### src/rtl/mux_tree_lut_pipe.sv
// Runtime-writable N_VARS-input truth table evaluated by a pipelined 2:1 mux tree,
// one register stage per tree level, with valid/ready handshaking on both sides.
module mux_tree_lut_pipe #(
    parameter int                  N_VARS     = 4,
    parameter logic [2**N_VARS-1:0] TABLE_INIT = 16'h3C5A
) (
    input  logic                    clk,
    input  logic                    rst_n,
    input  logic                    cfg_tbl_wr,
    input  logic [2**N_VARS-1:0]    cfg_tbl,
    input  logic                    cfg_bit_wr,
    input  logic [N_VARS-1:0]       cfg_bit_idx,
    input  logic                    cfg_bit_val,
    input  logic                    in_valid,
    output logic                    in_ready,
    input  logic [N_VARS-1:0]       in_vars,
    output logic                    out_valid,
    input  logic                    out_ready,
    output logic                    out_y
);

    localparam int DEPTH  = 2**N_VARS;
    localparam int VARS_W = (N_VARS * (N_VARS - 1)) / 2;

    logic [DEPTH-1:0]  table_reg;
    logic [DEPTH-1:0]  table_next;

    // All stage data packed back to back: stage k occupies 2**(N_VARS-1-k) bits
    // starting at DEPTH - 2**(N_VARS-k); the final stage is the single bit at DEPTH-2.
    logic [DEPTH-2:0]  data_reg;
    logic [DEPTH-2:0]  data_next;
    // Stage k carries the N_VARS-1-k select bits still needed by later levels.
    logic [VARS_W-1:0] vars_reg;
    logic [VARS_W-1:0] vars_next;
    logic [N_VARS-1:0] valid_reg;
    logic [N_VARS-1:0] valid_next;

    logic stall;
    logic advance;
    logic accept;

    assign out_valid = valid_reg[N_VARS-1];
    assign out_y     = data_reg[DEPTH-2];
    assign stall     = out_valid && !out_ready;
    assign advance   = !stall;
    assign in_ready  = !stall;
    assign accept    = in_valid && in_ready;

    // Bit write is applied after the full load so it wins on its own index.
    always_comb begin
        table_next = table_reg;
        if (cfg_tbl_wr) begin
            table_next = cfg_tbl;
        end
        if (cfg_bit_wr) begin
            table_next[cfg_bit_idx] = cfg_bit_val;
        end
    end

    genvar gi;
    generate
        for (gi = 0; gi < N_VARS; gi++) begin : g_stage
            localparam int PW   = 2**(N_VARS - gi);
            localparam int OW   = PW / 2;
            localparam int DOFF = DEPTH - PW;
            localparam int VOFF = gi * (N_VARS - 1) - (gi * (gi - 1)) / 2;

            logic [PW-1:0]        din;
            logic [N_VARS-gi-1:0] vin;
            logic                 vld_in;

            if (gi == 0) begin : g_src
                assign din    = table_reg;
                assign vin    = in_vars;
                assign vld_in = accept;
            end else begin : g_src
                assign din    = data_reg[DEPTH - 2*PW +: PW];
                assign vin    = vars_reg[VOFF - (N_VARS - gi) +: (N_VARS - gi)];
                assign vld_in = valid_reg[gi-1];
            end

            // Bubbles load zeros so undefined operands never reach out_y.
            genvar gj;
            for (gj = 0; gj < OW; gj++) begin : g_mux
                assign data_next[DOFF + gj] = vld_in ? (vin[0] ? din[2*gj+1] : din[2*gj]) : 1'b0;
            end

            if (gi < N_VARS - 1) begin : g_fwd
                assign vars_next[VOFF +: (N_VARS - 1 - gi)] =
                    vld_in ? vin[N_VARS-gi-1:1] : '0;
            end

            assign valid_next[gi] = vld_in;
        end
    endgenerate

    always_ff @(posedge clk or negedge rst_n) begin
        if (!rst_n) begin
            table_reg <= TABLE_INIT;
            data_reg  <= '0;
            vars_reg  <= '0;
            valid_reg <= '0;
        end else begin
            table_reg <= table_next;
            if (advance) begin
                data_reg  <= data_next;
                vars_reg  <= vars_next;
                valid_reg <= valid_next;
            end
        end
    end

endmodule
### config.mk
export PLATFORM = sky130hd
export DESIGN_NAME = mux_tree_lut_pipe
export DESIGN_NICKNAME = d
export VERILOG_FILES = /design/src/rtl/mux_tree_lut_pipe.sv
export SDC_FILE = /design/constraint.sdc
export NUM_CORES = 1
export LEC_CHECK = 0
export CAP_MARGIN = 5
export CORE_ASPECT_RATIO = 0.8
export CORE_MARGIN = 1
export CORE_UTILIZATION = 40
export CTS_BUF_LIST = sky130_fd_sc_hd__clkbuf_16
export DETAILED_ROUTE_END_ITERATION = 12
export SLEW_MARGIN = 10
export SYNTH_ARGS = -nofsm -noshare
export SYNTH_HDL_FRONTEND = slang
export SYNTH_SLANG_ARGS = --single-unit
### constraint.sdc
create_clock -name clk -period 1.8 [get_ports clk]
set_input_delay 0.27 -clock clk [delete_from_list [all_inputs] [get_ports clk]]
set_output_delay 0.27 -clock clk [all_outputs]
set_load 0.01 [all_outputs]
After elaboration in Yosys (flattened, before gate mapping)

Index checks and enable logic that the tools add are counted.

Logic and storage cells: 49
Input bits: 31
Flip-flop bits (word level): 41

Order comparisons: 2
Reductions and logical operators: 5
Muxes and demuxes: 38

Operators with widths:

| kind                 | number |
|---|---|
| $mux W1              | 32 |
| $mux W16             | 2 |
| $bwmux W16           | 1 |
| $lt A4 B5 Y1 const B | 1 |
| $demux W1 S4         | 1 |
| $ge A4 B1 Y1 const B | 1 |
| $logic_and A1 B1 Y1  | 3 |
| $mux W3              | 1 |
| $logic_not A1 Y1     | 2 |
| $mux W2              | 1 |

Depth between registers and ports, before layout

Depth after elaboration: 6
Mapped depth: 6

Worst setup path before layout

OpenSTA, ideal clock, no wires.

Path type: register -> register
From: register valid_reg[3]
To: register data_reg[12]
Arrival: 1.123 ns
Period minus slack after synthesis: 1.199 ns
Library setup time: 0.076 ns
Cell stages (with the launch flop): 7
Setup slack: 0.601 ns
Cells stage by stage: dfrtp_1 nor2b_1 buf_2 inv_2 buf_2 nand2_1 o21ai_1

Longest elaborated chain between the ends: 1

Ends and longest elaborated chain:

| item                   | RTL line | RTL |
|---|---|---|
| from (decl)            | 35       | `logic [N_VARS-1:0] valid_reg;` |
| from (signal assigned) | 108      | `valid_reg <= valid_next;` |
| $logic_and A1 B1 Y1    | 44       | `assign stall = out_valid && !out_ready;` |
| to (signal assigned)   | 106      | `data_reg <= data_next;` |
| to (decl)              | 30       | `logic [DEPTH-2:0] data_reg;` |

No other way between the ends.
A chain may end at the register's enable or synchronous reset.

Worst setup path in the final report

From: input out_ready
To: output in_ready

Longest elaborated chain between the ends: 3

Ends and longest elaborated chain:

| item                | RTL line | RTL |
|---|---|---|
| from (decl)         | 18       | `input logic out_ready,` |
| $logic_not A1 Y1    | 44       |  |
| $logic_and A1 B1 Y1 | 44       |  |
| $logic_not A1 Y1    | 46       | `assign in_ready = !stall;` |
| to (decl)           | 15       | `output logic in_ready,` |

No other way between the ends.

==> run summary <==
DRT Wirelength: 4240 um
Worst setup EP type: output pin
H-Tree Level Count: 2
CTS Buffer Depth: 2
Slew Viols, Final: 0
Final hold violation count: 0
Insertion delay to the later sink of the worst-skew pair: 270 ps
Post-CTS setup buffers: 0
Row Count: 22
Synth Flop Type: dfrtp_1
Count leader, synth: nand2_1
RSZ-0062 raised after global routing: false
Number of fill cells in the layout: 447
Routed Antenna Nets: 0
Synth Cell Area: 1990 um2
Worst reg2reg startpoint: valid_reg[3]
Root Driver: clkbuf_16
Total gr overflow: 0
Worst-path clk slew: 50 ps
Area grow syn2layout: 28.0%
Largest net degree at the start of global routing: 25
Post-synth EDFFs: 0
Hold crit path type: reg -> reg
Final HPWL DP: 3170 um
CTS Buf Count: 5
Die Span Y: 65.1 um
Hold depth: 2
WHS: 470 ps
LEAKAGE: 0.00111 uW
Hold-fix buffers, CTS: 1
Top cell type's share of synthesized area: 41.5%
Status: finished clean
Routed wire per std cell: 15.0 um
Dominant cell type by area after synthesis: dfrtp_1
Main area contributors after synthesis: dfrtp_1, mux2i_1, dfstp_2
Max IR drop VDD: 0.471 mV
Register Area: 1040 um2
CP Max Fanout: 2
Relative slew slack: 58.3%
Vias in the first global route: 1520
Global-route wire length before repair: 7270 um
Sequential share of the synthesized area: 52.0%
Crit path DAT: 1420 ps
Buffers on Ports: 33
Period utilization: 93.9%
Hold path endpoint: vars_reg[4]
Reg-to-reg endpoint: data_reg[3]
R2R Setup Slk: 490 ps
Clock skew: 2.99 ps
Starting Density: 42.5%
Number of DRC markers in iteration 0: 78
GR Util All Layers: 18.5%
Slew @ Worst Pin: 624 ps
Final setup fails: 0
FF-to-FF path depth: 5
Yosys warns: 0
Min-delay src: vars_reg[4]
Post-CTS resize count: 0
Initial antenna violation count: 0
Fin crit period: 1690 ps
Die W: 80.9 um
Library cells used by synthesis: 25
Core Area: 4680 um2
Mean Syn Cell Area: 10.8 um2
Worst path required time: 1530 ps
Critical path type: in -> out
Routability cong.: 0.717
Synth async-reset ratio: 100%
Synthesized instance count: 185
Syn_nets: 216
Die area: 5260 um2
Yosys reg bits: 41
CTS sink count: 41
Boundary pin count: 34
CTS tree: yes
Max reg flops: 16
Post-route DRC: 0
Routed vias/inst: 5.21
Layout Nets: 253
Top post-synthesis cells by count: nand2_1, dfrtp_1, mux2i_1
Area of the multi-input gates: 887 um2
Maximum operating frequency: 592 MHz
Proportion of layout cells with a drive suffix above 1: 14.3%
Setup tns final: 0 ps
Vias: 1474
Pre-antenna DRT Iters: 4
CP Launch Type: input port
Power per cell area: 1030 nW/um2
MaxCap Viol Count: 0
Antenna Cells: 0
==> per-layer routing <==
metal / vias to the layer above / track usage (%) / wire [um]
met1: 722 / 26.0 / 2140
li1: 727 / - / -
met4: 0 / 4.69 / 37
met5: - / 0 / 0
met2: 20 / 28.6 / 1960
met3: 5 / 4.58 / 113
==> kinds of logic (layout without fill, tap and decap cells) <==
group | Yosys count | after routing | share of synthesized area, %
AND/OR/NAND/NOR | 58 | 58 | 14.3
flip-flops | 41 | 41 | 52.0
AO/OA/AOI/OAI | 37 | 37 | 11.5
multiplexers | 36 | 36 | 18.7
buffers and inverters | 13 | 51 | 3.39
==> power breakdown <==
| group | internal [uW] | switching [uW] |
|---|---|---|
| registers | 1120 | 123 |
| logic | 277 | 287 |
| clock network | 502 | 326 |
| total | 1900 | 736 |
==> cells in the final DEF (no fill, tap or decap), types with 7 or more instances in the layout <==
master	n
o31a_1	9
mux2_1	7
mux2i_1	26
o21ai_0	21
nand2_1	38
nand3_1	7
buf_4	7
dfrtp_1	33
clkdlybuf4s50_1	32
dfstp_2	8
==> worst max-delay path, cell delays in order <==
cell,delay [ps]
clkdlybuf4s50_1,400
nor2b_1,210
inv_2,60
clkdlybuf4s50_1,480
==> through the flow <==
step | setup WS [ps] | std cells | total power, uW | util (%) | instance area (um2)
finish | 110 | 283 | 2640 | 54.5 | 2550
detailed placement | 2.96 | 274 | 1820 | 51.3 | 2400
CTS | 121 | 283 | 2660 | 54.5 | 2550
floorplan | 601 | 185 | 1570 | - | 1990
global placement | 57.0 | 274 | 1790 | 51.3 | 2400
global route | 41.9 | 283 | 2810 | 54.5 | 2550
==> worst max-delay path by stage <==
| stage | cells past startpoint | slack (ps) | startpoint | endpoint |
|---|---|---|---|---|
| global placement | 5 | 60 | cfg_tbl_wr | g_stage[0].din[14] |
| CTS | 4 | 120 | out_ready | in_ready |
| finish | 4 | 110 | out_ready | in_ready |
| detailed placement | 5 | 3 | cfg_tbl_wr | g_stage[0].din[5] |
| floorplan | 6 | 600 | valid_reg[3] | data_reg[12] |
| global route | 4 | 40 | out_ready | in_ready |
==> cell type report <==
cell class | instances | area share (%)
clock buffers | 5 | 4.91
well taps | 60 | 2.95
flip-flops and latches | 41 | 40.6
repair buffers | 42 | 16.0
inverters | 1 | 0.147
multi-input cells | 131 | 34.8
clock inverters | 3 | 0.540
No activity file was read; power rests on OpenSTA's default activity.
